<file path="src/rtl/argmax_collector_if.sv">
// ---------------------------------------------------------------------------
// argmax_collector_if
//
// Groups the block-cycle input bus and the result/handshake outputs of
// argmax_collector. Clock and reset stay plain ports on the module.
//
// Optional feature macro: ARGMAX_ACC_COUNT_EN adds total_cnt / correct_cnt.
//
// Signals:
//   cycle_clk    one-clk pulse marking a block-cycle boundary
//   cycle_index  clk position inside the block cycle (0 on the cycle_clk clk)
//   act_in       Z signed activations, lane k at [width*k +: width]
//   ans_in       ideal-output bits for the same Z neurons
//   out_ready    consumer accepts the held result
//   out_valid    result is held on the outputs
//   actL_alln    one-hot winning neuron
//   max_pos      winning neuron index
//   max_val      winning activation
//   correct      max_pos matches the ideal-output position
//   dropped      sticky: an unaccepted result was overwritten
//   total_cnt    (ARGMAX_ACC_COUNT_EN) saturating count of results
//   correct_cnt  (ARGMAX_ACC_COUNT_EN) saturating count of correct results
//
// Modports: master = producer/consumer side (testbench), slave = collector.
// ---------------------------------------------------------------------------
interface argmax_collector_if #(
    parameter int width = 10,
    parameter int Z     = 1,
    parameter int N_OUT = 4,
    parameter int SKIP  = 2
);
    localparam int CPC = N_OUT / Z + SKIP;
    localparam int IW  = $clog2(CPC);
    localparam int PW  = $clog2(N_OUT);

    logic                  cycle_clk;
    logic [IW-1:0]         cycle_index;
    logic [width*Z-1:0]    act_in;
    logic [Z-1:0]          ans_in;
    logic                  out_ready;
    logic                  out_valid;
    logic [N_OUT-1:0]      actL_alln;
    logic [PW-1:0]         max_pos;
    logic [width-1:0]      max_val;
    logic                  correct;
    logic                  dropped;
`ifdef ARGMAX_ACC_COUNT_EN
    logic [15:0]           total_cnt;
    logic [15:0]           correct_cnt;

    modport master (
        output cycle_clk, cycle_index, act_in, ans_in, out_ready,
        input  out_valid, actL_alln, max_pos, max_val, correct, dropped,
               total_cnt, correct_cnt
    );

    modport slave (
        input  cycle_clk, cycle_index, act_in, ans_in, out_ready,
        output out_valid, actL_alln, max_pos, max_val, correct, dropped,
               total_cnt, correct_cnt
    );
`else
    modport master (
        output cycle_clk, cycle_index, act_in, ans_in, out_ready,
        input  out_valid, actL_alln, max_pos, max_val, correct, dropped
    );

    modport slave (
        input  cycle_clk, cycle_index, act_in, ans_in, out_ready,
        output out_valid, actL_alln, max_pos, max_val, correct, dropped
    );
`endif
endinterface

</file>
<file path="src/rtl/argmax_collector.sv">
// ---------------------------------------------------------------------------
// argmax_collector
//
// Streams N_OUT signed activations, Z per clk, over one block cycle and
// reports the arg-max neuron at each block boundary (cycle_clk). The first
// SKIP clks of every block carry garbage and are ignored. Ties resolve to the
// lowest neuron index. The position of the first set ideal-output bit is
// compared with the winner to produce 'correct'. Results are held under a
// valid/ready handshake; a result overwritten before acceptance sets the
// sticky 'dropped' flag.
//
// Optional feature macro: ARGMAX_ACC_COUNT_EN -- adds saturating 16-bit
// total_cnt / correct_cnt result counters on the interface.
//
// Ports:
//   clk    in   sole clock, rising edge
//   reset  in   synchronous, active-low reset
//   bus    slave modport of argmax_collector_if (block bus + result outputs)
// ---------------------------------------------------------------------------
module argmax_collector #(
    parameter int width = 10,
    parameter int Z     = 1,
    parameter int N_OUT = 4,
    parameter int SKIP  = 2
) (
    input  logic              clk,
    input  logic              reset,
    argmax_collector_if.slave bus
);
    localparam int PW = $clog2(N_OUT);
    localparam int LW = (Z > 1) ? $clog2(Z) : 1;
    localparam logic [width-1:0] MOST_NEG = {1'b1, {(width-1){1'b0}}};

    // ---------------- per-clk lane evaluation ----------------
    logic signed [width-1:0] w_lane [Z];
    logic signed [width-1:0] w_loc_val;
    logic [LW-1:0]           w_loc_lane;
    logic                    w_ans_hit;
    logic [LW-1:0]           w_ans_lane;
    logic [PW-1:0]           w_base;
    logic [PW-1:0]           w_loc_pos;
    logic [PW-1:0]           w_ans_pos;
    logic                    w_active;

    always_comb begin
        for (int unsigned k = 0; k < Z; k++) begin
            w_lane[k] = bus.act_in[width*k +: width];
        end
    end

    // Strict '>' while scanning upward keeps the lowest lane on ties.
    always_comb begin
        w_loc_val  = w_lane[0];
        w_loc_lane = '0;
        for (int unsigned k = 1; k < Z; k++) begin
            if (w_lane[k] > w_loc_val) begin
                w_loc_val  = w_lane[k];
                w_loc_lane = k[LW-1:0];
            end
        end
    end

    always_comb begin
        w_ans_hit  = 1'b0;
        w_ans_lane = '0;
        for (int unsigned k = 0; k < Z; k++) begin
            if (bus.ans_in[k] && !w_ans_hit) begin
                w_ans_hit  = 1'b1;
                w_ans_lane = k[LW-1:0];
            end
        end
    end

    // Neuron index = Z*(c-SKIP)+lane; arithmetic is modulo 2^PW, which is
    // exact because every valid index fits in PW bits.
    assign w_base    = (PW'(bus.cycle_index) - PW'(SKIP)) * PW'(Z);
    assign w_loc_pos = w_base + PW'(w_loc_lane);
    assign w_ans_pos = w_base + PW'(w_ans_lane);

    // The boundary clk itself never contributes data.
    assign w_active  = !bus.cycle_clk && (32'(bus.cycle_index) >= 32'(SKIP));

    // ---------------- block accumulator ----------------
    logic signed [width-1:0] r_acc_val;
    logic [PW-1:0]           r_acc_pos;
    logic [PW-1:0]           r_ans_pos;
    logic                    r_ans_seen;
    logic                    r_primed;

    always_ff @(posedge clk) begin
        if (!reset || bus.cycle_clk) begin
            r_acc_val  <= MOST_NEG;
            r_acc_pos  <= '0;
            r_ans_pos  <= '0;
            r_ans_seen <= 1'b0;
            r_primed   <= 1'b0;
        end else if (w_active) begin
            r_primed <= 1'b1;
            if (w_loc_val > r_acc_val) begin
                r_acc_val <= w_loc_val;
                r_acc_pos <= w_loc_pos;
            end
            if (w_ans_hit && !r_ans_seen) begin
                r_ans_seen <= 1'b1;
                r_ans_pos  <= w_ans_pos;
            end
        end
    end

    // ---------------- result registers / handshake ----------------
    logic                    w_load;
    logic                    w_correct_new;
    logic [N_OUT-1:0]        w_onehot;

    logic                    r_out_valid;
    logic [N_OUT-1:0]        r_actL_alln;
    logic [PW-1:0]           r_max_pos;
    logic [width-1:0]        r_max_val;
    logic                    r_correct;
    logic                    r_dropped;

    assign w_load        = bus.cycle_clk && r_primed;
    assign w_correct_new = r_ans_seen && (r_ans_pos == r_acc_pos);

    always_comb begin
        w_onehot            = '0;
        w_onehot[r_acc_pos] = 1'b1;
    end

    // A load always wins over acceptance: valid stays high and only an
    // unaccepted old result marks the drop.
    always_ff @(posedge clk) begin
        if (!reset) begin
            r_out_valid <= 1'b0;
            r_actL_alln <= '0;
            r_max_pos   <= '0;
            r_max_val   <= '0;
            r_correct   <= 1'b0;
            r_dropped   <= 1'b0;
        end else if (w_load) begin
            r_out_valid <= 1'b1;
            r_actL_alln <= w_onehot;
            r_max_pos   <= r_acc_pos;
            r_max_val   <= r_acc_val;
            r_correct   <= w_correct_new;
            if (r_out_valid && !bus.out_ready) begin
                r_dropped <= 1'b1;
            end
        end else if (r_out_valid && bus.out_ready) begin
            r_out_valid <= 1'b0;
        end
    end

    assign bus.out_valid = r_out_valid;
    assign bus.actL_alln = r_actL_alln;
    assign bus.max_pos   = r_max_pos;
    assign bus.max_val   = r_max_val;
    assign bus.correct   = r_correct;
    assign bus.dropped   = r_dropped;

`ifdef ARGMAX_ACC_COUNT_EN
    // ---------------- saturating result counters ----------------
    logic [15:0] r_total_cnt;
    logic [15:0] r_correct_cnt;

    always_ff @(posedge clk) begin
        if (!reset) begin
            r_total_cnt   <= '0;
            r_correct_cnt <= '0;
        end else if (w_load) begin
            if (r_total_cnt != 16'hFFFF) begin
                r_total_cnt <= r_total_cnt + 16'd1;
            end
            if (w_correct_new && (r_correct_cnt != 16'hFFFF)) begin
                r_correct_cnt <= r_correct_cnt + 16'd1;
            end
        end
    end

    assign bus.total_cnt   = r_total_cnt;
    assign bus.correct_cnt = r_correct_cnt;
`endif

endmodule
</file>
<file path="src/flat_wrapper.sv">
// flat-port wrapper written by rule: the top's interface ports become plain ports
module argmax_collector_flat 
#(
    parameter int width = 10,
    parameter int Z     = 1,
    parameter int N_OUT = 4,
    parameter int SKIP  = 2
)
  (clk, reset, bus_cycle_clk, bus_cycle_index, bus_act_in, bus_ans_in, bus_out_ready, bus_out_valid, bus_actL_alln, bus_max_pos, bus_max_val, bus_correct, bus_dropped);
  argmax_collector_if #(.width(width), .Z(Z), .N_OUT(N_OUT), .SKIP(SKIP)) bus_i ();
  input  logic clk;
  input  logic reset;
  input wire logic [$bits(bus_i.cycle_clk)-1:0] bus_cycle_clk;
  input wire logic [$bits(bus_i.cycle_index)-1:0] bus_cycle_index;
  input wire logic [$bits(bus_i.act_in)-1:0] bus_act_in;
  input wire logic [$bits(bus_i.ans_in)-1:0] bus_ans_in;
  input wire logic [$bits(bus_i.out_ready)-1:0] bus_out_ready;
  output wire logic [$bits(bus_i.out_valid)-1:0] bus_out_valid;
  output wire logic [$bits(bus_i.actL_alln)-1:0] bus_actL_alln;
  output wire logic [$bits(bus_i.max_pos)-1:0] bus_max_pos;
  output wire logic [$bits(bus_i.max_val)-1:0] bus_max_val;
  output wire logic [$bits(bus_i.correct)-1:0] bus_correct;
  output wire logic [$bits(bus_i.dropped)-1:0] bus_dropped;
  assign bus_i.cycle_clk = bus_cycle_clk;
  assign bus_i.cycle_index = bus_cycle_index;
  assign bus_i.act_in = bus_act_in;
  assign bus_i.ans_in = bus_ans_in;
  assign bus_i.out_ready = bus_out_ready;
  assign bus_out_valid = bus_i.out_valid;
  assign bus_actL_alln = bus_i.actL_alln;
  assign bus_max_pos = bus_i.max_pos;
  assign bus_max_val = bus_i.max_val;
  assign bus_correct = bus_i.correct;
  assign bus_dropped = bus_i.dropped;
  argmax_collector #(.width(width), .Z(Z), .N_OUT(N_OUT), .SKIP(SKIP)) u_core (.clk(clk), .reset(reset), .bus(bus_i));
endmodule
</file>
<file path="config.mk">
export PLATFORM = sky130hd
export DESIGN_NAME = argmax_collector_flat
export DESIGN_NICKNAME = d
export VERILOG_FILES = /design/src/rtl/argmax_collector_if.sv /design/src/rtl/argmax_collector.sv /design/src/flat_wrapper.sv
export SDC_FILE = /design/constraint.sdc
export NUM_CORES = 1
export LEC_CHECK = 0
export CAP_MARGIN = 10
export CORE_MARGIN = 4
export CORE_UTILIZATION = 54
export CTS_CLUSTER_DIAMETER = 80
export CTS_CLUSTER_SIZE = 40
export DETAILED_ROUTE_END_ITERATION = 8
export GPL_TIMING_DRIVEN = 1
export HOLD_SLACK_MARGIN = 0.1
export PLACE_DENSITY = 0.84
export SLEW_MARGIN = 30
export SYNTH_ARGS = -nofsm -noshare
export SYNTH_HDL_FRONTEND = slang
export SYNTH_SLANG_ARGS = --single-unit
</file>
<file path="constraint.sdc">
create_clock -name clk -period 3.3 [get_ports clk]
set_input_delay 0.66 -clock clk [delete_from_list [all_inputs] [get_ports clk]]
set_output_delay 0.66 -clock clk [all_outputs]
set_load 0.05 [all_outputs]
</file>
==> reports/qor.yml, run 1 <==
outcome:
  status: "finished, final reports clean"
global_route:
  grt_max_degree: 22
  gr-total-overflow: 0
  grt_pass1_vias: 1514
  grt_pass1_wl_mm: 6.82
  gr-usage-all-layers_pct: 20.7
  antenna_found_initial: 0
place:
  numPortBuffers: 36
  place_congestion: 0.933
  dp_cells: 273
  dpl.hpwl_mm: 3.13
  place_ws_ps: 247
sta:
  layout_setup_ws_ps: 567
  fin_tns_setup_ps: 0
  slew_headroom_pct: 57.9
  finClkSkew_ps: 5.15
  worst_slew_pin_slew_ps: 630
  setup_viol: 0
  hold_violations: 0
  period_needed_ps: 2730
  timing.fmax_mhz: 366
  rsz0062_at_grt: "no"
  period_share_pct: 82.8
  slew_violations: 0
  whs_ps: 458
yosys:
  ys_warn_count: 0
  netlist_instances: 202
  synthTopCellsByArea: "dfxtp_1 (39%), ha_1 (7.0%), nand2_1 (6.9%)"
  synth_top_area_cell: "dfxtp_1"
  synth.cell_area_um2: 1790
  synth_cell_types: 41
  syn_nets: 230
  ys_seq_elements: 35
  ys_seq_area_share_pct: 39.2
  synth_area_per_cell_um2: 8.86
  synth_top_area_share_pct: 39.2
power_and_ir_drop:
  peakVddDrop_mv: 0.157
  p_per_area_nw_per_um2: 371
  p_leak_nw: 0.787
critical_path:
  arrival_ps: 3010
  end_kind: "flip-flop"
  critPathLaunchType: "input port"
  crit_required_ps: 3580
  worst-path-max-fanout: 9
  path_class: "in2reg"
route:
  wl_per_cell_um: 14.8
  dr.pass1.iters: 4
  drtIter0Drc: 94
  drc: 0
  ant_nets: 0
  vias: 1568
  via_per_inst: 5.58
  wl_mm: 4.16
clock_network:
  ctsResizeCount: 0
  clockBufferDepth: 2
  cts_setup_buffers: 0
  clkTransAtPathRegs_ps: 100
  cts_hold_buf: 0
  clock-root-buffer: "clkbuf_4"
  numCtsBuffers: 5
  cts.sinks: 35
  clk_latency_ps: 340
  cts_tree: "built"
  htree_levels: 2
floorplan:
  io_pins: 37
  core_um2: 3100
  die_h_um: 65.6
  initial_core_util_pct: 57.7
  fp.dieW_um: 65.6
  num_rows: 20
  dieArea_um2: 4300
flow_run:
  cap_violations: 0
cells_and_area:
  antenna_cells: 0
  drive_above_1_share_pct: 6.33
  fin_nets: 264
  fin_cells: 281
  syn2layout_area_growth_pct: 24.7
  fill_cells: 260
hold_path:
  min_path_type: "reg2reg"
[synth_stat cells]
| library cell | number |
|---|---|
| a2111oi_2 | 1 |
| a211oi_1 | 4 |
| a21boi_0 | 12 |
| a21boi_1 | 5 |
| a21oi_1 | 5 |
| a221o_1 | 8 |
| a22oi_1 | 8 |
| a311oi_4 | 1 |
| a32o_1 | 3 |
| and2_1 | 3 |
| and3_4 | 1 |
| and4_1 | 2 |
| buf_1 | 1 |
| buf_2 | 1 |
| buf_6 | 2 |
| clkbuf_1 | 7 |
| dfxtp_1 | 35 |
| ha_1 | 10 |
| inv_1 | 11 |
| mux2i_1 | 1 |
| nand2_1 | 33 |
| nand2b_1 | 2 |
| nand2b_4 | 1 |
| nand3_1 | 2 |
| nand3b_1 | 3 |
| nand4_1 | 2 |
| nor2_1 | 17 |
| nor2b_1 | 3 |
| nor3_1 | 2 |
| nor3b_1 | 1 |
| o211a_1 | 1 |
| o211ai_1 | 1 |
| o211ai_2 | 1 |
| o21a_1 | 2 |
| o21ai_0 | 2 |
| o21ai_2 | 1 |
| o21ba_1 | 1 |
| o21bai_1 | 1 |
| o22ai_1 | 1 |
| or3_1 | 2 |
| xnor2_1 | 2 |
[through the flow]
stage                     cell area, um^2  util, %  total power [mW]
after floorplan                      1790        -             0.523
after global placement               2160     69.7             0.564
after detailed placement             2160     69.7             0.571
after CTS                            2230     71.9             0.830
after global routing                 2230     71.9             0.863
final                                2230     71.9             0.827
[registers in the layout (all words and copies together) (netlist names)]
name,count
u_core.bus.out_valid,1
u_core.r_ans_pos,2
u_core.r_acc_val,10
u_core.bus.actL_alln,4
u_core.bus.max_pos,2
u_core.bus.correct,1
u_core.bus.max_val,10
u_core.bus.dropped,1
u_core.r_ans_seen,1
u_core.r_primed,1
u_core.r_acc_pos,2
[logic make-up after synthesis]
kind of cell             count (synthesis)  synth area share [%]
AND/OR/NAND/NOR                         74                  19.9
XOR/XNOR                                 2                 0.979
AO/OA/AOI/OAI                           58                  26.9
flip-flops                              35                  39.2
buffers and inverters                   22                  5.52
multiplexers                             1                 0.559
adder cells (fa/ha/maj)                 10                  6.99
[metal layers]
| metal | global-route usage [%] | vias to the layer above | routed length, um | share of wire [%] |
|---|---|---|---|---|
| li1 | - | 785 | - | - |
| met3 | 5.81 | 5 | 252 | 6.1 |
| met1 | 25.2 | 731 | 1850 | 44 |
| met2 | 32.7 | 47 | 2000 | 48 |
| met5 | 0 | - | 0 | 0 |
| met4 | 11.7 | 0 | 62 | 1.5 |
[worst max-delay path, cell delays in order]
cell             delay [ps]
clkdlybuf4s50_1         460
ha_1                    390
and4_1                  340
o211a_1                 170
a2111oi_2               390
o21a_1                  390
a221o_1                 210
[final cells by class]
cell class / instances / area (um^2) / area share [%]
sequential: 35 / 701 / 31.4
inverter: 11 / 41.3 / 1.85
clock buffer: 8 / 68.8 / 3.08
tap: 44 / 55.1 / 2.47
multi-input combinational: 145 / 990 / 44.4
timing repair buffer: 38 / 375 / 16.8
[placed cells by master, fill, tap and decap left out, types with 2 or more instances in the layout]
| cell type | count |
|---|---|
| a211oi_1 | 4 |
| a21boi_0 | 12 |
| a21boi_1 | 5 |
| a21oi_1 | 5 |
| a221o_1 | 8 |
| a22oi_1 | 8 |
| a32o_1 | 3 |
| and2_1 | 3 |
| and4_1 | 2 |
| buf_4 | 2 |
| clkbuf_4 | 5 |
| clkbuf_8 | 2 |
| clkdlybuf4s50_1 | 36 |
| dfxtp_1 | 35 |
| ha_1 | 10 |
| inv_1 | 11 |
| nand2_1 | 33 |
| nand2b_1 | 2 |
| nand3_1 | 2 |
| nand3b_1 | 3 |
| nand4_1 | 2 |
| nor2_1 | 17 |
| nor2b_1 | 3 |
| nor3_1 | 2 |
| o21a_1 | 2 |
| o21ai_0 | 2 |
| or3_1 | 2 |
| xnor2_1 | 2 |
[worst paths after layout]
| path | start | endpoint | slack (ps) | cells after the start |
|---|---|---|---|---|
| setup / recovery | bus_act_in[9] | u_core.r_acc_val[2]$_SDFFE_PP0P_ | 570 | 7 |
| hold / removal | u_core.bus.max_pos[0]$_SDFFE_PN0P_ | u_core.bus.max_pos[0]$_SDFFE_PN0P_ | 460 | 2 |
| setup reg to reg | u_core.r_acc_val[9]$_SDFFE_PP1P_ | u_core.r_acc_val[2]$_SDFFE_PP0P_ | 970 | 7 |
| hold reg to reg | u_core.bus.max_pos[0]$_SDFFE_PN0P_ | u_core.bus.max_pos[0]$_SDFFE_PN0P_ | 460 | 2 |
[power breakdown]
group	leakage [nW]	switching, mW	internal (mW)	total, mW
logic	0.466	0.0698	0.0540	0.124
registers	0.283	0.00800	0.431	0.439
clock network	0.0386	0.139	0.125	0.264
(Power assumes the default switching activity.)
==> inputs of run 2 (changes only) <==
--- a/config.mk
+++ b/config.mk
@@ -7,13 +7,13 @@
 export LEC_CHECK = 0
 export CAP_MARGIN = 10
 export CORE_MARGIN = 4
-export CORE_UTILIZATION = 54
+export CORE_UTILIZATION = 46
 export CTS_CLUSTER_DIAMETER = 80
 export CTS_CLUSTER_SIZE = 40
 export DETAILED_ROUTE_END_ITERATION = 8
 export GPL_TIMING_DRIVEN = 1
 export HOLD_SLACK_MARGIN = 0.1
-export PLACE_DENSITY = 0.84
+export PLACE_DENSITY = 0.76
 export SLEW_MARGIN = 30
 export SYNTH_ARGS = -nofsm -noshare
 export SYNTH_HDL_FRONTEND = slang
==> constraint.sdc (replaced) <==
create_clock -name clk -period 2.3 [get_ports clk]
set_input_delay 0.46 -clock clk [delete_from_list [all_inputs] [get_ports clk]]
set_output_delay 0.46 -clock clk [all_outputs]
set_load 0.05 [all_outputs]
==> run 2 against run 1 <==
Die area is 15% higher. First-iteration DRC count is 16% lower. Hold slack worse by 6.9 ps. Setup slack worse by 500 ps. Core utilization is 2.1 points lower. Sequential share of layout area is 4.4 points lower.
==> reports/qor.yml, run 2 (synthesis gave the netlist of run 1 again) <==
cells_and_area:
  syn2layout_area_growth_pct: 45.0
  layout_commonest_cell: "dfxtp_1"
  fin_nets: 293
  final_area_um2: 2590
  utilization_pct: 69.8
  antenna_cells: 0
  fin_cells: 314
  layout_common_cells: "dfxtp_1 (35), nand2_1 (33), clkdlybuf4s50_1 (33)"
  drive_above_1_share_pct: 21.1
global_route:
  gr-total-overflow: 0
  grt_max_degree: 21
  use_met2_pct: 27.4
  grtUsageMet3_pct: 3.74
  gr-usage-all-layers_pct: 17.0
  grt_pass1_vias: 1477
  grt_use_met1_pct: 21.6
  gr-max-usage-layer: "met2"
  antenna_found_initial: 0
  grt_pass1_wl_mm: 6.77
floorplan:
  dieArea_um2: 4950
  num_rows: 22
  fp.dieW_um: 70.4
  die_h_um: 70.4
  core_um2: 3720
  initial_core_util_pct: 48.1
  io_pins: 37
clock_network:
  clkTransAtPathRegs_ps: 70
  cts.sinks: 35
  numCtsBuffers: 5
  cts_tree: "built"
  cts_setup_buffers: 0
  clockBufferDepth: 2
  clock-root-buffer: "clkbuf_8"
  htree_levels: 2
  clk_latency_ps: 280
critical_path:
  critPathLaunchType: "input port"
  critPathBufInv: 2
  crit_required_ps: 2470
  crit_path_max_incr_delay_ps: 500
  end_kind: "flip-flop"
  arrival_ps: 2410
  crit_start: "bus_act_in[8]"
  path_class: "in2reg"
  worst-path-max-fanout: 4
  crit_slowest_cell: "clkdlybuf4s50_1"
  rr_startpoint: "u_core.r_acc_val[8]$_SDFFE_PP0P_"
  crit_family: "buffers and inverters"
  crit_chain: "clkdlybuf4s50_1, ha_1, and4_4, buf_4, o211ai_1, a21oi_1, or3_4, a32o_1"
route:
  wl_per_cell_um: 13.5
  drtIter0Drc: 79
  wl_mm: 4.23
  ant_nets: 0
  dr.pass1.iters: 4
  via_per_inst: 5.23
  vias: 1641
  drc: 0
flow_run:
  cap_violations: 0
sta:
  timing.fmax_mhz: 447
  hold_violations: 0
  layout_setup_ws_ps: 63.4
  worst_slew_pin_slew_ps: 508
  fin_tns_setup_ps: 0
  period_needed_ps: 2240
  period_share_pct: 97.2
  finClkSkew_ps: 4.56
  slew_headroom_pct: 66.0
  slew_violations: 0
  setup_viol: 0
  whs_ps: 451
outcome:
  status: "finished, final reports clean"
power_and_ir_drop:
  power_mw: 1.28
  p_per_area_nw_per_um2: 494
  p_leak_nw: 0.970
  peakVddDrop_mv: 0.196
hold_path:
  min-delay-start: "u_core.bus.max_pos[0]$_SDFFE_PN0P_"
  min_path_type: "reg2reg"
place:
  dp_cells: 306
  place_ws_ps: -335
  place_area_um2: 2400
  numPortBuffers: 36
  place_congestion: 0.842
  dpl.hpwl_mm: 3.11
-- run 2: cell count changes in the layout (fill, tap and decap cells not counted), moves of 2 or more --
cell | before | now
dlymetal6s2s_1 | 0 | 3
buf_4 | 2 | 30
and4_1 | 2 | 0
clkbuf_8 | 2 | 5
clkdlybuf4s50_1 | 36 | 33
ha_1 | 10 | 5
clkbuf_4 | 5 | 0
ha_4 | 0 | 5
and4_4 | 0 | 2
-- run 2: path summary, 6_finish.rpt --
path,end,slack (ps),depth (start not counted)
hold reg to reg,u_core.bus.max_pos[0]$_SDFFE_PN0P_,450,2
setup / recovery,u_core.r_acc_val[0]$_SDFFE_PP0P_,60,8
hold / removal,u_core.bus.max_pos[0]$_SDFFE_PN0P_,450,2
setup reg to reg,u_core.r_acc_val[0]$_SDFFE_PP0P_,240,8
-- run 2: layout make-up --
| cell class | instances | area [um^2] |
|---|---|---|
| timing repair buffer | 67 | 613 |
| tap | 48 | 60.1 |
| inverter | 11 | 41.3 |
| multi-input combinational | 145 | 1100 |
| clock inverter | 1 | 5.00 |
| clock buffer | 7 | 76.3 |
| sequential | 35 | 701 |
| fill | 285 | 1120 |
-- run 2: worst min-delay path, cell delays in order (launching register included) --
cell	delay [ps]
dfxtp_1	310
nand2_1	50
a21boi_1	50
-- run 2: what timing repair did --
action                     in CTS  in global routing
pin swaps                       0                 11
gates resized for setup         3                 15
hold endpoints to repair        0                  0
setup endpoints to repair      11                 12
hold buffers                    0                  0
-- run 2: power by group --
group          leakage (nW)  total [mW]  internal, mW  switching (mW)
sequential            0.283       0.630         0.618          0.0111
clock                0.0422       0.412         0.212           0.200
combinational         0.645       0.239         0.124           0.115
-- run 2: routing by layer --
| layer | wire length (um) | part of all wire (%) |
|---|---|---|
| met5 | 0 | 0 |
| met4 | 60 | 1.4 |
| met3 | 199 | 4.7 |
| met2 | 2060 | 49 |
| met1 | 1920 | 45 |
==> inputs of run 3 (changes only) <==
--- a/config.mk
+++ b/config.mk
@@ -6,14 +6,13 @@
 export NUM_CORES = 1
 export LEC_CHECK = 0
 export CAP_MARGIN = 10
-export CORE_MARGIN = 4
-export CORE_UTILIZATION = 46
+export CORE_UTILIZATION = 40
 export CTS_CLUSTER_DIAMETER = 80
 export CTS_CLUSTER_SIZE = 40
 export DETAILED_ROUTE_END_ITERATION = 8
 export GPL_TIMING_DRIVEN = 1
 export HOLD_SLACK_MARGIN = 0.1
-export PLACE_DENSITY = 0.76
+export PLACE_DENSITY = 0.67
 export SLEW_MARGIN = 30
 export SYNTH_ARGS = -nofsm -noshare
 export SYNTH_HDL_FRONTEND = slang
==> run 3 against run 2 <==
Clock-buffer cell count is 1 lower. Register-to-register slack worse by 30 ps. Highest routed layer unchanged. First-iteration DRC count rose by 23%. Critical path type unchanged. Largest cell class unchanged.
==> reports/qor.yml, run 3 (synthesis gave the netlist of run 1 again) <==
clock_network:
  cts_setup_buffers: 0
  htree_levels: 2
  cts_hold_buf: 0
  clkTransAtPathRegs_ps: 70
  cts.sinks: 35
  clock-root-buffer: "clkbuf_8"
  clockBufferDepth: 2
  cts_tree: "built"
  clk_latency_ps: 280
  numCtsBuffers: 5
place:
  numPortBuffers: 36
  place_congestion: 0.846
  dpl.hpwl_mm: 3.13
floorplan:
  dieArea_um2: 4740
  initial_core_util_pct: 43.2
  fp.dieW_um: 68.9
  num_rows: 23
  io_pins: 37
  die_h_um: 68.9
  core_um2: 4140
cells_and_area:
  layout_commonest_cell: "dfxtp_1"
  antenna_cells: 0
  fin_nets: 292
  layout_common_cells: "dfxtp_1 (35), nand2_1 (33), clkdlybuf4s50_1 (31)"
  syn2layout_area_growth_pct: 46.6
  drive_above_1_share_pct: 20.8
route:
  drtIter0Drc: 97
  vias: 1648
  via_per_inst: 5.23
  wl_per_cell_um: 13.1
  ant_nets: 0
  dr.pass1.iters: 6
  wl_mm: 4.13
  drc: 0
sta:
  timing.fmax_mhz: 444
  slew_headroom_pct: 66.9
  setup_viol: 0
  fin_tns_setup_ps: 0
  period_needed_ps: 2250
  hold_violations: 0
  finClkSkew_ps: 4.32
  slew_violations: 0
  worst_slew_pin_slew_ps: 496
  period_share_pct: 97.9
global_route:
  antenna_found_initial: 0
  gr-usage-all-layers_pct: 19.8
  grt_max_degree: 18
  grt_pass1_vias: 1501
  grt_pass1_wl_mm: 6.78
  gr-total-overflow: 0
power_and_ir_drop:
  p_leak_nw: 1.01
  p_per_area_nw_per_um2: 544
  power_mw: 1.43
  peakVddDrop_mv: 0.253
hold_path:
  min_path_type: "reg2reg"
  holdPathStages: 2
flow_run:
  cap_violations: 0
critical_path:
  end_kind: "flip-flop"
  crit_required_ps: 2470
  arrival_ps: 2430
  crit_slowest_cell: "clkdlybuf4s50_1"
  worst-path-max-fanout: 5
  critPathLaunchType: "input port"
  crit_path_max_incr_delay_ps: 500
  ff2ff_path_depth: 8
  crit_chain: "clkdlybuf4s50_1, ha_1, and4_4, and3_4, nand2b_4, o21a_1, buf_4, a221o_1"
  path_class: "in2reg"
outcome:
  status: "finished, final reports clean"
## run 3: critical path: cells and delay by family
kind	cells	cell delay, ps
AO/OA/AOI/OAI	2	550
buffers and inverters	2	660
adder cells (fa/ha/maj)	1	250
AND/OR/NAND/NOR	3	520
## run 3: through the flow
step | util (%) | setup slack (ps) | cell area, um^2 | hold slack [ps] | cells
5_1_grt | 63.3 | -15.3 | 2620 | 483 | 315
4_1_cts | 61.1 | 11.1 | 2530 | 457 | 315
3_3_place_gp | 58.0 | -288 | 2400 | 443 | 307
3_5_place_dp | 58.0 | -347 | 2400 | 447 | 307
6_report | 63.3 | 47.2 | 2620 | 452 | 315
2_1_floorplan | - | 148 | 1790 | 431 | 202
## run 3: timing repair
item / in CTS / in global routing
pin swaps: 0 / 9
setup endpoints to repair: 12 / 12
resized for setup: 3 / 15
## run 3: final timing paths
path                                                           end                          startpoint  slack [ps]
worst max-delay path              u_core.r_acc_val[3]$_SDFFE_PP0P_                       bus_act_in[4]          50
worst min-delay path            u_core.bus.max_pos[1]$_SDFFE_PN0P_  u_core.bus.max_pos[1]$_SDFFE_PN0P_         450
worst min register to register  u_core.bus.max_pos[1]$_SDFFE_PN0P_  u_core.bus.max_pos[1]$_SDFFE_PN0P_         450
worst max register to register    u_core.r_acc_val[3]$_SDFFE_PP0P_    u_core.r_acc_val[8]$_SDFFE_PP0P_         210
## run 3: cell type report
cell class              count  area [um^2]
repair buffers             66          623
clock inverters             2         35.0
multi-input cells         145         1080
inverters                  11         41.3
clock buffers               6         82.6
flip-flops and latches     35          701
fillers                   375         1520
well taps                  50         62.6
## run 3: metal layers
metal	share of wire, %	global-route usage [%]	up-vias
li1	-	-	843
met3	3.1	4.61	2
met5	0	0	-
met1	48	25.6	773
met4	0.82	8.16	0
met2	48	31.3	30
## run 3: power by group
group,switching (mW),internal [mW]
clock network,0.213,0.350
registers,0.0114,0.618
logic,0.113,0.121
